### config.mk
export PLATFORM = sky130hd
export DESIGN_NAME = stream_output_fifo_flat
export DESIGN_NICKNAME = d
export VERILOG_FILES = /design/src/rtl/stream_output_fifo_if.sv /design/src/rtl/stream_output_fifo.sv /design/src/flat_wrapper.sv
export SDC_FILE = /design/constraint.sdc
export NUM_CORES = 1
export LEC_CHECK = 0
export BUFFER_PORTS_ARGS = -buffer_cell sky130_fd_sc_hd__buf_2
export CAP_MARGIN = 20
export CORE_MARGIN = 4
export CORE_UTILIZATION = 48
export CTS_BUF_LIST = sky130_fd_sc_hd__clkbuf_4 sky130_fd_sc_hd__clkbuf_8
export DETAILED_ROUTE_END_ITERATION = 10
export PLACE_DENSITY = 0.67
export SLEW_MARGIN = 20
export SYNTH_ARGS = -nofsm -noshare
export SYNTH_HDL_FRONTEND = slang
export SYNTH_SLANG_ARGS = --single-unit
### constraint.sdc
create_clock -name clk -period 4.5 [get_ports clk]
set_clock_uncertainty 0.15 [all_clocks]
set_input_delay 0 -clock clk [delete_from_list [all_inputs] [get_ports clk]]
set_output_delay 0 -clock clk [all_outputs]
set_load 0.03 [all_outputs]
### src/rtl/stream_output_fifo_if.sv
// Valid/ready stream bundle used on both sides of stream_output_fifo.
//   valid : source has a word on data
//   ready : sink accepts the word this cycle
//   data  : payload, DATA_WIDTH bits
// master drives valid/data, slave drives ready.
interface stream_output_fifo_if #(
    parameter int unsigned DATA_WIDTH = 32
);
    logic                  valid;
    logic                  ready;
    logic [DATA_WIDTH-1:0] data;

    modport master (output valid, output data, input ready);
    modport slave  (input valid, input data, output ready);
endinterface

### src/rtl/stream_output_fifo.sv
// Synchronous single-clock first-word-fall-through FIFO with valid/ready on
// both sides, occupancy count, almost-full/almost-empty flags, synchronous
// flush and a clearable high-water mark.
//   clk        : clock, all state changes on rising edge
//   reset      : asynchronous active-low reset
//   flush      : synchronous clear of contents, count, pointers, high-water
//   hwm_clear  : synchronous reload of high-water mark with next count
//   in_if      : write side (slave), ready = not full
//   out_if     : read side (master), valid = not empty, data = head word
//   count      : occupancy 0..DEPTH
//   almost_full / almost_empty : count threshold flags
//   high_water : maximum count since last reset/flush/hwm_clear
module stream_output_fifo #(
    parameter int unsigned  DATA_WIDTH   = 32,
    parameter int unsigned  DEPTH        = 16,
    parameter int unsigned  AFULL_LEVEL  = 12,
    parameter int unsigned  AEMPTY_LEVEL = 2,
    localparam int unsigned CW           = $clog2(DEPTH) + 1
) (
    input  logic                  clk,
    input  logic                  reset,
    input  logic                  flush,
    input  logic                  hwm_clear,
    stream_output_fifo_if.slave   in_if,
    stream_output_fifo_if.master  out_if,
    output logic [CW-1:0]         count,
    output logic                  almost_full,
    output logic                  almost_empty,
    output logic [CW-1:0]         high_water
);

    localparam int unsigned AW = CW - 1;

    logic [DATA_WIDTH-1:0] mem [DEPTH];

    logic [CW-1:0] wr_ptr_q, wr_ptr_d;
    logic [CW-1:0] rd_ptr_q, rd_ptr_d;
    logic [CW-1:0] count_q,  count_d;
    logic [CW-1:0] hwm_q,    hwm_d;

    logic full_c;
    logic empty_c;
    logic push_c;
    logic pop_c;

    // Status, handshakes and next-state; flush overrides any transfer.
    always_comb begin
        full_c   = (wr_ptr_q[AW-1:0] == rd_ptr_q[AW-1:0]) &&
                   (wr_ptr_q[AW] != rd_ptr_q[AW]);
        empty_c  = (wr_ptr_q == rd_ptr_q);
        push_c   = in_if.valid & ~full_c & ~flush;
        pop_c    = out_if.ready & ~empty_c & ~flush;

        wr_ptr_d = wr_ptr_q;
        rd_ptr_d = rd_ptr_q;
        count_d  = count_q;
        hwm_d    = hwm_q;

        if (flush) begin
            wr_ptr_d = '0;
            rd_ptr_d = '0;
            count_d  = '0;
            hwm_d    = '0;
        end else begin
            if (push_c) begin
                wr_ptr_d = wr_ptr_q + CW'(1);
            end
            if (pop_c) begin
                rd_ptr_d = rd_ptr_q + CW'(1);
            end
            count_d = count_q + CW'(push_c) - CW'(pop_c);
            if (hwm_clear) begin
                hwm_d = count_d;
            end else if (count_d > hwm_q) begin
                hwm_d = count_d;
            end
        end
    end

    // Control state.
    always_ff @(posedge clk or negedge reset) begin
        if (!reset) begin
            wr_ptr_q <= '0;
            rd_ptr_q <= '0;
            count_q  <= '0;
            hwm_q    <= '0;
        end else begin
            wr_ptr_q <= wr_ptr_d;
            rd_ptr_q <= rd_ptr_d;
            count_q  <= count_d;
            hwm_q    <= hwm_d;
        end
    end

    // Storage is not reset; only written on an accepted push.
    always_ff @(posedge clk) begin
        if (push_c) begin
            mem[wr_ptr_q[AW-1:0]] <= in_if.data;
        end
    end

    assign in_if.ready  = ~full_c;
    assign out_if.valid = ~empty_c;
    assign out_if.data  = mem[rd_ptr_q[AW-1:0]];

    assign count        = count_q;
    assign high_water   = hwm_q;
    assign almost_full  = (count_q >= CW'(AFULL_LEVEL));
    assign almost_empty = (count_q <= CW'(AEMPTY_LEVEL));

endmodule
### src/flat_wrapper.sv
// flat-port wrapper written by rule: the top's interface ports become plain ports
module stream_output_fifo_flat 
#(
    parameter int unsigned  DATA_WIDTH   = 32,
    parameter int unsigned  DEPTH        = 16,
    parameter int unsigned  AFULL_LEVEL  = 12,
    parameter int unsigned  AEMPTY_LEVEL = 2,
    localparam int unsigned CW           = $clog2(DEPTH) + 1
)
  (clk, reset, flush, hwm_clear, count, almost_full, almost_empty, high_water, in_if_valid, in_if_data, in_if_ready, out_if_valid, out_if_data, out_if_ready);
  stream_output_fifo_if #(.DATA_WIDTH(DATA_WIDTH)) in_if_i ();
  stream_output_fifo_if #(.DATA_WIDTH(DATA_WIDTH)) out_if_i ();
  input  logic clk;
  input  logic reset;
  input  logic flush;
  input  logic hwm_clear;
  output logic [CW-1:0] count;
  output logic almost_full;
  output logic almost_empty;
  output logic [CW-1:0] high_water;
  input wire logic [$bits(in_if_i.valid)-1:0] in_if_valid;
  input wire logic [$bits(in_if_i.data)-1:0] in_if_data;
  output wire logic [$bits(in_if_i.ready)-1:0] in_if_ready;
  output wire logic [$bits(out_if_i.valid)-1:0] out_if_valid;
  output wire logic [$bits(out_if_i.data)-1:0] out_if_data;
  input wire logic [$bits(out_if_i.ready)-1:0] out_if_ready;
  assign in_if_i.valid = in_if_valid;
  assign in_if_i.data = in_if_data;
  assign in_if_ready = in_if_i.ready;
  assign out_if_valid = out_if_i.valid;
  assign out_if_data = out_if_i.data;
  assign out_if_i.ready = out_if_ready;
  stream_output_fifo #(.DATA_WIDTH(DATA_WIDTH), .DEPTH(DEPTH), .AFULL_LEVEL(AFULL_LEVEL), .AEMPTY_LEVEL(AEMPTY_LEVEL)) u_core (.clk(clk), .reset(reset), .flush(flush), .hwm_clear(hwm_clear), .in_if(in_if_i), .out_if(out_if_i), .count(count), .almost_full(almost_full), .almost_empty(almost_empty), .high_water(high_water));
endmodule
==> results of run 1 <==
[state kept, by name, indices dropped and copies added (netlist names)]
register	cells
u_core.rd_ptr_q	5
u_core.count	5
u_core.high_water	5
u_core.mem	512
u_core.wr_ptr_q	5
[kinds of logic after synthesis]
logic type / synth area share [%]
AO/OA/AOI/OAI: 0.758
adder cells (fa/ha/maj): 1.30
AND/OR/NAND/NOR: 1.56
buffers and inverters: 1.54
flip-flops: 76.3
multiplexers: 18.1
XOR/XNOR: 0.379
[critical path, delay by kind of cell, from the launching register on]
kind                     cells  cell delay (ns)
flip-flops                   1             0.46
AND/OR/NAND/NOR              2             0.39
XOR/XNOR                     2             0.37
buffers and inverters        2             0.11
adder cells (fa/ha/maj)      4             1.16
AO/OA/AOI/OAI                6             1.04
multiplexers                 1             0.37
[through the flow]
stage | hold WS (ns) | std cells | worst slack [ns] | cell area (sq um) | utilization (%)
after floorplan | -0.446 | 891 | 0.0646 | 20800 | -
after global placement | -0.177 | 1541 | 0.251 | 22100 | 52.0
after detailed placement | -0.174 | 1541 | 0.182 | 22100 | 52.0
after CTS | 0.0911 | 1736 | 0.136 | 24100 | 56.8
after global routing | 0.126 | 1737 | -0.0124 | 24100 | 56.9
final | 0.155 | 1737 | 0.316 | 24100 | 56.9
[power breakdown]
part           leakage (nW)  internal [mW]  total [mW]  switching, mW
Clock                 0.860           2.07        3.87           1.79
Combinational          2.00          0.755        1.67          0.919
Sequential             4.87           5.50        5.54         0.0393
Total                  7.74           8.33        11.1           2.75
[how the worst max path moves through the flow]
| stage | startpoint | endpoint | cells past startpoint |
|---|---|---|---|
| floorplan | u_core.rd_ptr_q[3]$_DFFE_PN0P_ | u_core.high_water[0]$_DFFE_PN0P_ | 19 |
| global placement | u_core.rd_ptr_q[0]$_DFFE_PN0P_ | u_core.high_water[0]$_DFFE_PN0P_ | 17 |
| detailed placement | u_core.rd_ptr_q[0]$_DFFE_PN0P_ | u_core.high_water[4]$_DFFE_PN0P_ | 17 |
| CTS | u_core.rd_ptr_q[0]$_DFFE_PN0P_ | u_core.high_water[4]$_DFFE_PN0P_ | 17 |
| global route | u_core.wr_ptr_q[2]$_DFFE_PN0P_ | u_core.high_water[2]$_DFFE_PN0P_ | 17 |
| finish | u_core.wr_ptr_q[1]$_DFFE_PN0P_ | u_core.high_water[4]$_DFFE_PN0P_ | 17 |
[what timing repair did]
action | 4_1_cts | 5_1_grt
hold endpoints to repair | 554 | 20
hold buffers | 41 | 1
endpoints found under the setup margin | 0 | 5
resized for setup | 0 | 5
[area by class of cell]
class	instances	area [sq um]	area share [%]
inverter	20	75.1	0.311
sequential	532	15900	65.8
clock inverter	36	178	0.736
clock buffer	118	1440	5.95
tap	577	722	2.99
multi-input combinational	295	4710	19.5
timing repair buffer	159	1120	4.66
[per-layer routing]
metal	up-vias	GRT usage [%]
li1	4195	-
met1	5248	26.4
met2	323	29.7
met3	57	3.47
met4	0	5.36
met5	-	0
[placed cells by master (no fill, tap or decap), types with 14 or more instances in the layout]
cell type / count
edfxtp_1: 512
mux4_2: 160
clkbuf_8: 88
buf_2: 84
dlygate4sd3_1: 41
buf_4: 31
clkbuf_4: 30
clkinv_1: 23
inv_1: 20
ha_1: 20
nor3_2: 16
dfrtp_1: 16
nand2_1: 15
nor2_1: 14
==> summary.md, run 1 <==
| Metric | Value |
|---|---|
| Result of the run | `finished clean` |
| Clock latency on the worst-skew pair | `0.62 ns` |
| Yosys synthesis warning count | `0` |
| Detailed placer's ending HPWL | `~21000 um` |
| Terminus of the critical flop-to-flop path | `u_core.high_water[4]$_DFFE_PN0P_` |
| Number of port buffers | `between 80 and 90` |
| Wire length on met1 | `about 18000 um` |
| Ordered list of cells on the worst path | `xnor2_2 > and4_1 > a21boi_1 > and2_1 > ha_1 > inv_1 > ha_1 > inv_1 > fa_1 > o21bai_1 > a21oi_1 > xor2_1 > ha_1 > a2111oi_2 > o221ai_1 > o21ai_2 > mux2_2` |
| CP max stage cell | `dfrtp_1` |
| Layout cells sized above 1 | `about two fifths` |
| Proportion of synthesized chip area in sequential cells | `between 70% and 80%` |
| Worst hold-check path type | `input pin to flop` |
| Number of remaining DRC errors | `0` |
| CTS root buf | `clkbuf_8` |
| Mean cell area of the mapped netlist | `between 20 and 25 sq um` |
| CP max stage delay | `approximately 0.46 ns` |
| Synthesized netlist net count | `950` |
| Top routing layer used | `met4` |
| Number of enable-type register cells in the synthesized netlist | `roughly 500` |
| Iteration count of the initial detailed-routing pass | `5` |
| Total global routing track utilization | `between 10% and 20%` |
| Clock Sinks | `around 530` |
| Most area-hungry cell type in the Yosys netlist | `edfxtp_1` |
| Worst-case hold path end point | `u_core.mem[12][20]$_DFFE_PP_` |
| Final net count | `1153` |
| Filler Cell Count | `about 3200` |
| Number of buffers added for setup after CTS | `0` |
| Number of unique standard cell types used by synthesis | `38` |
| Vias in the first global route | `10300` |
| Origin of the worst min-delay path | `in_if_data[20]` |
| Slew headroom | `30.3%` |
| Leakage power figure | `about 7.7 nW` |
| Fraction of synthesized cell area taken by the top area cell type | `73.9%` |
| Cell count after synthesis | `891` |
| Reg2reg setup slack | `roughly 0.32 ns` |
| Total negative slack for setup checks | `0 ns` |
| Boundary pin count | `84` |
| N_diodes | `0` |
| Antenna-violating nets left | `0` |
| Die Span Y | `216 um` |
| Met2 WL post-DR | `roughly 21000 um` |
| Maximum clock rate | `239 MHz` |
| H-Tree Level Count | `3` |
| Number of cells on the worst hold path | `2` |
| Worst Path Required | `around 4.9 ns` |
| Clock transition at the register clock pins on the worst setup and hold paths after CTS | `0.06 ns` |
| Total count of max-transition violations in the final report | `0` |
| Endpoint type of the worst setup path | `flop` |
| Total Routed Length | `42400 um` |
| Initial Util | `49.0%` |
| Power density cells | `between 400 and 500 nW/um^2` |
| First-iteration detailed-routing DRC count | `between 900 and 1000` |
| Post-Synthesis Cell Area | `20800 sq um` |
| Post-synthesis register bit count | `532` |
| Number of rows created at floorplan | `75` |
| Fin. Hold Viols | `0` |
| Primary flip-flop cell chosen by synthesis mapping | `edfxtp_1` |
| Top post-synthesis cells by count | `edfxtp_1 (512), mux4_2 (160), dfrtp_1 (20), ha_1 (20), inv_1 (20)` |
| Critical path class | `flop to flop` |
| Cell with the most instances on the worst path | `ha_1` |
| Post-DR wirelength/cell | `24.4 um` |
| Placeable core region | `42400 sq um` |
| Number of failing setup endpoints in the final timing report | `0` |
| Overall die width | `between 200 and 250 um` |
| Fraction of synthesis flops using an asynchronous set or reset pin | `3.76%` |
| Crit share post-route | `between 90% and 100%` |
| Routed vias/inst | `5.66` |
| Register-to-Register Path Depth | `17` |
| Die outline area | `~47000 sq um` |
| First-pass GRT wire length | `between 60000 and 70000 um` |
| Grt ovf | `0` |
| Top cells by area in the synthesized netlist | `edfxtp_1 (74%), mux4_2 (17%), dfrtp_1 (2.4%)` |
| Origin of the critical flop-to-flop path | `u_core.wr_ptr_q[1]$_DFFE_PN0P_` |
| Maximum number of pins on one net before global-route repair | `slightly below 90` |
| Kind of start point of the critical path | `flop` |
| Total via count after detailed routing | `9823` |
| Most frequent cell after synthesis | `edfxtp_1` |
| Max IR drop VDD | `between 0.2 and 0.3 mV` |
| Number of antenna violations at the first check in global routing | `0` |
| Crit Path Max Fanout | `5` |
| Maximum Capacitance Violations | `0` |
| Total power consumption of the routed design | `between 10 and 15 mW` |
| Metal3 WL | `about 2500 um` |
| CTS buffer count | `86` |
| Arrival @ worst endpoint | `around 4.5 ns` |
| Worst-Margin Slew | `about 1.0 ns` |
| Layout Area Growth over Synthesis | `16.0%` |
| CTS Buffer Depth | `3` |
| TritonCTS clock tree | `yes` |
| Placer congestion estimate | `roughly 0.8` |
| Final critical delay including setup and external delays | `around 4.2 ns` |
Power figures use the tool's default switching activity.
==> inputs of run 2 (changes only) <==
--- a/config.mk
+++ b/config.mk
@@ -11,7 +11,7 @@
 export CORE_UTILIZATION = 48
 export CTS_BUF_LIST = sky130_fd_sc_hd__clkbuf_4 sky130_fd_sc_hd__clkbuf_8
 export DETAILED_ROUTE_END_ITERATION = 10
-export PLACE_DENSITY = 0.67
+export PLACE_DENSITY = 0.72
 export SLEW_MARGIN = 20
 export SYNTH_ARGS = -nofsm -noshare
 export SYNTH_HDL_FRONTEND = slang
==> summary.md, run 2 (synthesis gave the netlist of run 1 again) <==
| Metric | Value |
|---|---|
| Total via count after detailed routing | `9793 (was 9823)` |
| Part of the power in the clock network | `34.3% (was 34.9%)` |
| Number of rows created at floorplan | `75 (unchanged)` |
| Maximum clock rate | `232 MHz (was 239 MHz)` |
| Die Span Y | `216 um (unchanged)` |
| Worst Setup Slack, final | `0.197 ns (was 0.316 ns)` |
| Area of the multi-input gates | `4700 sq um (was 4710 sq um)` |
| Iteration count of the initial detailed-routing pass | `5 (unchanged)` |
| Clock transition at the register clock pins on the worst setup and hold paths after CTS | `0.06 ns (about the same)` |
| Number of instances in the placed design | `1544 (was 1541)` |
| Top library cells by usage in the layout, fill and taps aside | `edfxtp_1 (512), mux4_2 (160), clkbuf_8 (87), buf_2 (83), dlygate4sd3_1 (40) (was edfxtp_1 (512), mux4_2 (160), clkbuf_8 (88), buf_2 (84), dlygate4sd3_1 (41))` |
| Placer congestion estimate | `0.767 (was 0.787)` |
| Number of buffers added for setup after CTS | `0 (unchanged)` |
| Family of cells with the greatest summed delay on the critical path | `adder cells (unchanged)` |
| CTS Buffer Depth | `3 (unchanged)` |
| Total global routing track utilization | `18.4% (was 18.5%)` |
| Crit Path Max Fanout | `5 (unchanged)` |
| Psw | `2.71 mW (was 2.75 mW)` |
| Top Usage Layer GRT | `met2 (unchanged)` |
| Filler Cell Count | `3112 (was 3193)` |
| Layout Area Growth over Synthesis | `15.6% (was 16.0%)` |
| Total count of max-transition violations in the final report | `0 (unchanged)` |
| Antenna-violating nets left | `0 (unchanged)` |
| CTS root buf | `clkbuf_8 (unchanged)` |
| Boundary pin count | `84 (unchanged)` |
| Clock latency on the worst-skew pair | `0.63 ns (was 0.62 ns)` |
| First-pass GRT wire length | `64300 um (was 64400 um)` |
| Leakage power figure | `7.69 nW (was 7.74 nW)` |
| Arrival @ worst endpoint | `4.66 ns (was 4.53 ns)` |
| Result of the run | `finished clean (unchanged)` |
| CP max stage delay | `0.46 ns (about the same)` |
| Routed vias/inst | `5.66 (about the same)` |
| Final net count | `1151 (was 1153)` |
| Clock Sinks | `532 (unchanged)` |
| Sequential Area | `15900 sq um (about the same)` |
| M2 GR Usage | `29.2% (was 29.7%)` |
| Crit share post-route | `95.6% (was 93.0%)` |
| Relative contribution of combinational cells to total power | `15.2% (was 15.1%)` |
| Internal power | `8.28 mW (was 8.33 mW)` |
| Grt ovf | `0 (unchanged)` |
| Worst slack at placement | `0.141 ns (was 0.182 ns)` |
| Total Routed Length | `42700 um (was 42400 um)` |
| First-iteration detailed-routing DRC count | `1016 (was 971)` |
| CP max stage cell | `dfrtp_2 (was dfrtp_1)` |
| Number of remaining DRC errors | `0 (unchanged)` |
| TritonCTS clock tree | `yes (unchanged)` |
| Endpoint type of the worst setup path | `flop (unchanged)` |
| Fin. Hold Viols | `0 (unchanged)` |
| H-Tree Level Count | `3 (unchanged)` |
| Fraction of the core area covered by cells at the end of the flow | `56.7% (was 56.9%)` |
| Cell with the most instances on the worst path | `ha_1 (unchanged)` |
| Share of power burned in registers | `50.5% (was 50.0%)` |
| Post-DR wirelength/cell | `24.7 um (was 24.4 um)` |
| Met3 Resource Use GR | `3.54% (was 3.47%)` |
| Buffers and inverters on the worst path | `2 (unchanged)` |
| Maximum Capacitance Violations | `0 (unchanged)` |
| Vias in the first global route | `10100 (was 10300)` |
| Final critical delay including setup and external delays | `4.30 ns (was 4.18 ns)` |
| Initial Util | `49.0% (unchanged)` |
| Critical path class | `flop to flop (unchanged)` |
| Layout cells sized above 1 | `38.6% (was 38.7%)` |
| Leading cell type in the layout, fill and taps excluded | `edfxtp_1 (unchanged)` |
| Max reg flops | `512 (unchanged)` |
| Max IR drop VDD | `0.169 mV (was 0.251 mV)` |
| Overall die width | `216 um (unchanged)` |
| Worst-Margin Slew | `1.12 ns (was 1.04 ns)` |
| Final instance count without filler cells | `1731 (was 1737)` |
| Kind of start point of the critical path | `flop (unchanged)` |
| Placeable core region | `42400 sq um (unchanged)` |
| Global routing usage on met1 | `26.6% (was 26.4%)` |
| Worst hold-check path type | `input pin to flop (unchanged)` |
| Total negative slack for setup checks | `0 ns (unchanged)` |
| Maximum number of pins on one net before global-route repair | `109 (was 87)` |
| Slew headroom | `25.6% (was 30.3%)` |
| Ordered list of cells on the worst path | `xnor2_2 > and4_1 > a21boi_1 > and2_1 > ha_1 > inv_1 > ha_1 > inv_1 > fa_1 > o21bai_1 > a21oi_1 > xor2_1 > ha_1 > a2111oi_2 > o221ai_1 > o21ai_2 > mux2_2 (unchanged)` |
| Worst Path Required | `4.86 ns (was 4.85 ns)` |
| CTS buffer count | `83 (was 86)` |
| Detailed placer's ending HPWL | `21800 um (was 21200 um)` |
| Number of antenna violations at the first check in global routing | `3 (was 0)` |
| Die outline area | `46700 sq um (unchanged)` |
| Net Sw Frac | `24.7% (was 24.8%)` |
| Number of port buffers | `83 (unchanged)` |
| Number of failing setup endpoints in the final timing report | `0 (unchanged)` |
| Power density cells | `457 nW/um^2 (was 459 nW/um^2)` |
run 2: cell count changes in the layout (fill, tap and decap cells not counted), moves of 2 or more:
cell        previous run  this run
buf_4                 31        36
diode_2                0         2
inv_6                  3         0
buf_12                 3         1
clkinv_1              23        20
clkinvlp_4             1         3
inv_8                  2         0
run 2: area by class of cell:
cell class	instances	share of cell area [%]
flip-flops and latches	532	66.1
multi-input cells	295	19.6
clock buffers	116	5.89
repair buffers	160	4.60
well taps	577	3.00
clock inverters	29	0.531
inverters	20	0.312
diodes	2	0.0208
run 2: worst paths after layout:
kind	from	end	slack (ns)	cells past startpoint
setup / recovery	u_core.wr_ptr_q[1]$_DFFE_PN0P_	u_core.high_water[0]$_DFFE_PN0P_	0.20	17
hold / removal	in_if_data[2]	u_core.mem[13][2]$_DFFE_PP_	0.15	2
setup reg to reg	u_core.wr_ptr_q[1]$_DFFE_PN0P_	u_core.high_water[0]$_DFFE_PN0P_	0.20	17
hold reg to reg	u_core.high_water[4]$_DFFE_PN0P_	u_core.high_water[4]$_DFFE_PN0P_	0.41	1
max in group asynchronous	reset	u_core.rd_ptr_q[0]$_DFFE_PN0P_	3.10	3
min in group asynchronous	reset	u_core.wr_ptr_q[4]$_DFFE_PN0P_	0.43	3
run 2: what timing repair did:
item	4_1_cts	5_1_grt
hold buffers	40	0
setup endpoints to repair	0	5
resized for setup	0	5
hold endpoints to repair	552	0
run 2: power by group through the flow:
stage / sequential, mW / clock [mW] / combinational [mW]
5_1_grt: 5.55 / 4.12 / 1.82
4_1_cts: 5.54 / 3.86 / 1.66
3_5_place_dp: 5.65 / 0 / 1.62
2_1_floorplan: 5.70 / 0 / 1.17
6_report: 5.55 / 3.77 / 1.68
3_3_place_gp: 5.64 / 0 / 1.60
run 2: per-layer routing:
metal	routed length, um	vias to the layer above	share of wire, %
met5	8	-	0.019
met4	802	2	1.9
met1	18200	5173	43
met3	2650	69	6.2
met2	21000	366	49
li1	-	4183	-
run 2: stage by stage:
stage | cell area [sq um] | power [mW] | hold slack [ns]
floorplan | 20800 | 6.87 | -0.446
global placement | 22100 | 7.24 | -0.187
detailed placement | 22100 | 7.27 | -0.173
CTS | 24000 | 11.1 | 0.106
global route | 24000 | 11.5 | 0.132
finish | 24000 | 11.0 | 0.154
